### src/rtl/generation_ctrl.sv
// generation_ctrl: sweeps the read buffer through the cell kernel, writes results to the back buffer
// and issues a frame-aligned buffer swap. Define GEN_COUNT_EN to enable gen_count_out.
module generation_ctrl #(
    parameter int MAX_ADDR     = 4800,
    parameter int LOG_MAX_ADDR = $clog2(MAX_ADDR),
    parameter int WORD_SIZE    = 16,
    parameter int ADDR_W       = LOG_MAX_ADDR,
    parameter int DATA_W       = WORD_SIZE,
    parameter int READ_LAT     = 2
) (
    input  logic              clk_in,
    input  logic              rst_in,
    input  logic              run_in,
    input  logic              step_in,
    input  logic              frame_done_in,
    output logic [ADDR_W-1:0] rd_addr_out,
    input  logic [DATA_W-1:0] logic_data_r_in,
    output logic              kernel_valid_out,
    output logic [DATA_W-1:0] kernel_data_out,
    input  logic              result_valid_in,
    input  logic [DATA_W-1:0] result_data_in,
    output logic [ADDR_W-1:0] wr_addr_out,
    output logic [DATA_W-1:0] wr_data_out,
    output logic              wr_en_out,
    output logic              swap_out,
    output logic              busy_out,
    output logic [15:0]       gen_count_out
);
    typedef enum logic [2:0] {IDLE, SWEEP, DRAIN, WAIT_FRAME, SWAP} state_t;
    state_t              r_state;
    state_t              w_next;
    logic [ADDR_W-1:0]   r_rd_addr;
    logic [ADDR_W:0]     r_wcnt;
    logic [READ_LAT-1:0] r_vld;
    logic                r_wr_en;
    logic [ADDR_W-1:0]   r_wr_addr;
    logic [DATA_W-1:0]   r_wr_data;
    logic                w_sweep;
    logic                w_last_rd;
    logic                w_wr_acc;
    logic                w_wr_full;
    assign w_sweep   = r_state == SWEEP;
    assign w_last_rd = r_rd_addr == ADDR_W'(MAX_ADDR - 1);
    // the write counter is one bit wider so it can hold MAX_ADDR when saturated
    assign w_wr_full = r_wcnt == (ADDR_W + 1)'(MAX_ADDR);
    assign w_wr_acc  = result_valid_in && (w_sweep || r_state == DRAIN) && !w_wr_full;
    always_comb begin
        w_next = r_state;
        case (r_state)
            IDLE:       w_next = (run_in || step_in) ? SWEEP : IDLE;
            SWEEP:      w_next = w_last_rd ? DRAIN : SWEEP;
            DRAIN:      w_next = ((w_wr_acc && r_wcnt == (ADDR_W + 1)'(MAX_ADDR - 1)) || w_wr_full) ? WAIT_FRAME : DRAIN;
            WAIT_FRAME: w_next = frame_done_in ? SWAP : WAIT_FRAME;
            default:    w_next = IDLE;
        endcase
    end
    always_ff @(posedge clk_in or posedge rst_in) begin
        if (rst_in) begin
            r_state   <= IDLE;
            r_rd_addr <= '0;
            r_wcnt    <= '0;
            r_vld     <= '0;
            r_wr_en   <= 1'b0;
            r_wr_addr <= '0;
            r_wr_data <= '0;
        end else begin
            r_state <= w_next;
            r_vld   <= (r_vld << 1) | READ_LAT'(w_sweep);
            if (r_state == SWAP)
                r_rd_addr <= '0;
            else if (w_sweep && !w_last_rd)
                r_rd_addr <= r_rd_addr + 1'b1;
            if (r_state == SWAP)
                r_wcnt <= '0;
            else if (w_wr_acc)
                r_wcnt <= r_wcnt + 1'b1;
            r_wr_en <= w_wr_acc;
            if (w_wr_acc) begin
                r_wr_addr <= r_wcnt[ADDR_W-1:0];
                r_wr_data <= result_data_in;
            end
        end
    end
    assign rd_addr_out      = r_rd_addr;
    assign kernel_valid_out = r_vld[READ_LAT-1];
    assign kernel_data_out  = logic_data_r_in;
    assign wr_addr_out      = r_wr_addr;
    assign wr_data_out      = r_wr_data;
    assign wr_en_out        = r_wr_en;
    assign swap_out         = r_state == SWAP;
    assign busy_out         = r_state != IDLE;
`ifdef GEN_COUNT_EN
    logic [15:0] r_gen_count;
    always_ff @(posedge clk_in or posedge rst_in) begin
        if (rst_in)
            r_gen_count <= '0;
        else if (r_state == SWAP)
            r_gen_count <= r_gen_count + 16'd1;
    end
    assign gen_count_out = r_gen_count;
`else
    assign gen_count_out = 16'd0;
`endif
endmodule

### config.mk
export PLATFORM = sky130hd
export DESIGN_NAME = generation_ctrl
export DESIGN_NICKNAME = d
export VERILOG_FILES = /design/src/rtl/generation_ctrl.sv
export SDC_FILE = /design/constraint.sdc
export NUM_CORES = 1
export LEC_CHECK = 0
export CAP_MARGIN = 40
export CORE_MARGIN = 10
export CORE_UTILIZATION = 40
export DETAILED_ROUTE_END_ITERATION = 8
export PLACE_DENSITY = 0.74
export SETUP_SLACK_MARGIN = 0.2
export SLEW_MARGIN = 5
export SYNTH_ARGS = -nofsm -noshare
export SYNTH_HDL_FRONTEND = slang
export SYNTH_SLANG_ARGS = --single-unit
### constraint.sdc
create_clock -name clk_in -period 2 [get_ports clk_in]
set_input_delay 0.6 -clock clk_in [delete_from_list [all_inputs] [get_ports clk_in]]
set_output_delay 0.6 -clock clk_in [all_outputs]
set_load 0.01 [all_outputs]
### Word level (Yosys, flattened, before mapping)

Index checks and enable logic that the tools add are counted.

| word-level totals | value |
|---|---|
| logic and storage cells | 39 |
| register bits after elaboration | 62 |
| bits of input ports | 38 |
| output and inout port bits | 78 |

| operators by class | value |
|---|---|
| bitwise operators | 1 |
| add/subtract/negate cells | 2 |
| eq/ne operators | 7 |
| reduce and logical (&&, ||, !) cells | 13 |
| mux-type cells | 9 |

Operators with widths:

| operator | count |
|---|---|
| 14-bit by 13-bit == test with 1-bit output, second input constant | 2 |
| 14-bit 2-to-1 mux | 2 |
| 13-bit 2-to-1 mux | 2 |
| 14-bit by 1-bit adder with 14-bit output, second input constant | 1 |
| 13-bit by 1-bit adder with 13-bit output, second input constant | 1 |
| 13-bit == test, second input constant | 1 |
| 3-bit case mux with 4 select lines | 1 |
| 3-bit by 2-bit == test with 1-bit output, second input constant | 2 |
| 1-bit logical AND | 4 |
| 2-bit nonzero test | 2 |
| 3-bit by 1-bit == test with 1-bit output, second input constant | 1 |
| 3-bit == test, second input constant | 1 |
| 3-bit logical NOT | 1 |
| 1-bit logical OR | 3 |
| 3-bit 2-to-1 mux | 1 |
| 3-bit nonzero test | 1 |
| 1-bit logical NOT | 2 |
| 1-bit 2-to-1 mux | 2 |
| 2-bit 2-to-1 mux | 1 |
| 2-bit by 1-bit OR with 2-bit output | 1 |

### Longest topological paths before layout

| depth | value |
|---|---|
| word-level depth | 8 |
| gate-level depth with buffers | 8 |
| mapped depth without buffers | 6 |

### Least setup slack after synthesis

Ideal clock, no wire load.

| path | value |
|---|---|
| path type | in2reg |
| from | input result_valid_in |
| to | register r_wcnt[12] |
| setup time | 78 ps |
| path buffers | 1 |
| required time | 1922 ps |
| stages on the path | 5 |
| arrival time | 1932 ps |
| slack | -10 ps |
| cells stage by stage | nand2b_4 or4_1 buf_2 or4_1 a21oi_1 |

| on the way | value |
|---|---|
| longest elaborated chain between the ends | 3 |

RTL lines:

| element | RTL line | source |
|---|---|---|
| start: declaration | 20 | `input logic result_valid_in,` |
| 1-bit logical AND (2 in a row) | 46 | `assign w_wr_acc = result_valid_in && (w_sweep \|\| r_state == DRAIN) && !w_wr_full;` |
| 2-bit nonzero test (no source line) | -- |  |
| end signal: assignment | 76 | `r_wcnt <= r_wcnt + 1'b1;` |
| end: declaration | 33 | `logic [ADDR_W:0] r_wcnt;` |

No other way between the ends.
A chain may end at the register's enable or synchronous reset.

### Worst setup path in the final report

| path | value |
|---|---|
| from | register r_wcnt[1] |
| to | register r_wcnt[12] |

| on the way | value |
|---|---|
| longest elaborated chain between the ends | 4 |
| elaborated cells on any way between the ends | 7 |
| classes of those cells | add/sub: 1; eq/ne: 1; mux: 2; reduce/logical: 3 |

RTL lines:

| element |
|---|
| parallel branches: the longest is 4 deep, another holds 14-bit by 1-bit adder with 14-bit output |

Several ways; the timed one is not identified. The select of a mux whose other input is x is not followed.

==> results.yml <==
place:
  place_congestion: 0.846
  io_buffers: 67
  hpwl_mm: 5.12
  pre_cts_ws_ps: -391
critical_path:
  reg2reg_to: "r_wcnt[12]"
  critPathMaxStageDelay_ps: 570
  slowest_stage: "or4_4"
  cp_max_fo: 5
  path_delay_family: "simple AND/OR/NAND/NOR gates"
  required_ps: 2260
  crit_path_end_kind: "flop"
  rr_worst_depth: 5
  cp_common_cell: "or4_4"
  reg2reg_slack_ps: 50
  start_kind: "flop"
  cp_cell_sequence: "ha_2 > nand2_1 > or4_4 > or4_4 > a21oi_2"
  r2r_start: "r_wcnt[1]"
  crit_arrival_ps: 2210
  critical_path_buf_inv_count: 0
  critical_path_class: "reg -> reg"
cts:
  path_clk_slew_ps: 60
  clock_sinks: 62
  cts_buffer_depth: 2
  cts_root_buffer: "clkbuf_8"
  ctsHtreeMaxLevel: 3
  cts_tree: "yes"
  cts_buffers: 9
  clk_latency_ps: 330
drt:
  firstDrtPassIters: 4
  detail-route-antenna-nets: 0
  m1WireLength_mm: 3.10
  wl_per_cell_um: 16.2
  route.met2.wl_mm: 4.04
  drtIter0Drc: 84
  num_vias: 2555
  met3WireLength_um: 649
  via_per_inst: 5.20
  wirelength_mm: 7.98
  routed.top_layer: "met4"
  drc: 0
synthesis:
  avgSynthCellArea_um2: 11.0
  syn_inst: 281
  synth_top_area_share_pct: 50.0
  yosysWarnings: 0
  synth_ff_type: "dfrtp_1"
  async_flop_share_pct: 100
  ys_types: 43
  synth_seq_cells: 62
  netlist.top_cell.by_area: "dfrtp_1"
  ys_seq_area_share_pct: 50.0
  synth_edf_count: 0
  synth_area_leaders: "dfrtp_1, mux2_2, buf_4"
  synth_area_um2: 3100
finish:
  final_common_cell: "dfrtp_1"
  layout.nets: 427
  regArea_um2: 1560
  final_cell_mix: "dfrtp_1, dlygate4sd2_1, buf_4"
  post-route-util_pct: 58.7
  multi_input_area_um2: 1460
  area_growth_pct: 44.8
  fillers: 662
  drive_gt1_share_pct: 35.0
  diodes: 0
floorplanning:
  io_pins: 116
  dieArea_um2: 11700
  fp.coreArea_um2: 7650
  initial_core_util_pct: 40.6
  die_y_um: 108
  die_w_um: 108
  rows: 32
timing:
  period_share_pct: 97.5
  rsz0062_at_grt: "yes"
  drv_slew: 0
  finalHoldViolCount: 0
  layout_min_cycle_time_ps: 1950
  setup_violations: 0
  fin_ws_ps: 49.1
  skew_ps: 4.55
  fmax_mhz: 513
power_and_ir_drop:
  vdd_ir_drop_max_uv: 684
  leakage_nw: 2.05
  seq_power_share_pct: 36.8
  switching_power_w: 0.00187
  pwr-share-comb_pct: 47.0
  swShare_pct: 33.7
  p_per_area_nw_per_um2: 1230
  clkPwrFrac_pct: 16.1
  intPower_w: 0.00367
run:
  max_cap_violations: 0
min_path:
  whs_path_depth: 0
  min_to: "r_vld[1]"
  worstHoldPathType: "reg -> reg"
  min-delay-start: "r_vld[0]"
grt:
  grt_max_degree: 47
  grt_pass1_vias: 2680
  grt_overflow: 0
  grt_usage_pct: 13.6
  antenna_found_initial: 0
  grt_pass1_wl_mm: 12.8
outcome:
  status: "complete, no violations"
worst register-to-register path, stage by stage, from the launching register on:
cell and delay [ps]:
dfrtp_1 400, ha_2 230, nand2_1 70, or4_4 570, or4_4 500, a21oi_2 120
worst max-delay path by stage:
| stage | slack (ps) | to | depth (start not counted) | startpoint |
|---|---|---|---|---|
| after detailed placement | -390 | r_wcnt[10] | 5 | result_valid_in |
| after CTS | 20 | busy_out | 2 | r_state[1] |
| after global placement | -380 | r_wcnt[8] | 5 | result_valid_in |
| after global routing | 10 | r_wcnt[12] | 5 | r_wcnt[1] |
| final | 50 | r_wcnt[12] | 5 | r_wcnt[1] |
| after floorplan | 50 | r_wcnt[8] | 6 | r_wcnt[0] |
per-stage QoR:
stage	cells	power, W	instance area, um^2	hold slack, ps	TNS (ps)
2_1_floorplan	296	0.00315	3200	331	0
3_3_place_gp	445	0.00416	3880	336	-7950
3_5_place_dp	445	0.00422	3880	337	-8390
4_1_cts	483	0.00532	4300	352	0
5_1_grt	491	0.00593	4490	356	0
6_report	491	0.00554	4490	349	0
cells in the mapped netlist (2+ instances only):
cell and n:
o211ai_1 5, a21oi_1 15, nand3b_1 4, nand4_1 6, or3_2 4, buf_2 4, nor2_1 9, inv_1 6
and4_1 3, clkbuf_1 6, and2_1 2, xor2_1 2, nand3_1 12, buf_4 32, buf_6 2, or3_1 7
ha_1 3, nor4_1 3, mux2i_1 2, o21ai_0 11, dfrtp_1 62, nand2_1 16, o31ai_1 10, mux2_2 30
or4_1 7
logic make-up (layout without fill, tap and decap cells):
logic type / Yosys count / after routing / synth area share, %
AO/OA/AOI/OAI: 44 / 44 / 8.55
adder cells (fa/ha/maj): 3 / 3 / 1.21
other: 1 / 16 / 0.121
flip-flops: 62 / 62 / 50.0
buffers and inverters: 51 / 144 / 10.7
multiplexers: 32 / 32 / 11.5
XOR/XNOR: 4 / 4 / 1.73
AND/OR/NAND/NOR: 84 / 84 / 16.1
flip-flops by register name, indices dropped and copies added, names as in the netlist:
signal,count
r_state,3
r_vld,2
r_wcnt,14
rd_addr_out,13
wr_addr_out,13
wr_data_out,16
wr_en_out,1
power groups by stage:
stage | Clock (W) | Sequential [W] | Combinational (W)
after floorplan | 0 | 0.00217 | 0.000980
after global placement | 0 | 0.00204 | 0.00212
after detailed placement | 0 | 0.00206 | 0.00216
after CTS | 0.000935 | 0.00202 | 0.00237
after global routing | 0.000993 | 0.00210 | 0.00284
final | 0.000894 | 0.00204 | 0.00261
layer usage:
metal / GRT usage [%] / up-vias
li1: - / 1182
met1: 14.4 / 1254
met5: 0 / -
met2: 23.1 / 95
met4: 6.49 / 0
met3: 5.47 / 24
what timing repair did:
| action | CTS | global route |
|---|---|---|
| gates resized for setup | 86 | 32 |
| cloned | 2 | 1 |
| endpoints found under the setup margin | 90 | 42 |
| setup buffers | 22 | 7 |
| pin swaps | 10 | 5 |
| hold buffers | 0 | 0 |
cell type report:
cell class / count / area share (%)
Clock buffer: 12 / 3.23
Clock inverter: 2 / 0.223
Inverter: 7 / 0.724
Multi-Input combinational cell: 183 / 32.5
Sequential cell: 62 / 34.7
Tap cell: 102 / 2.84
Timing Repair Buffer: 123 / 25.8
Power figures use the tool's default switching activity.
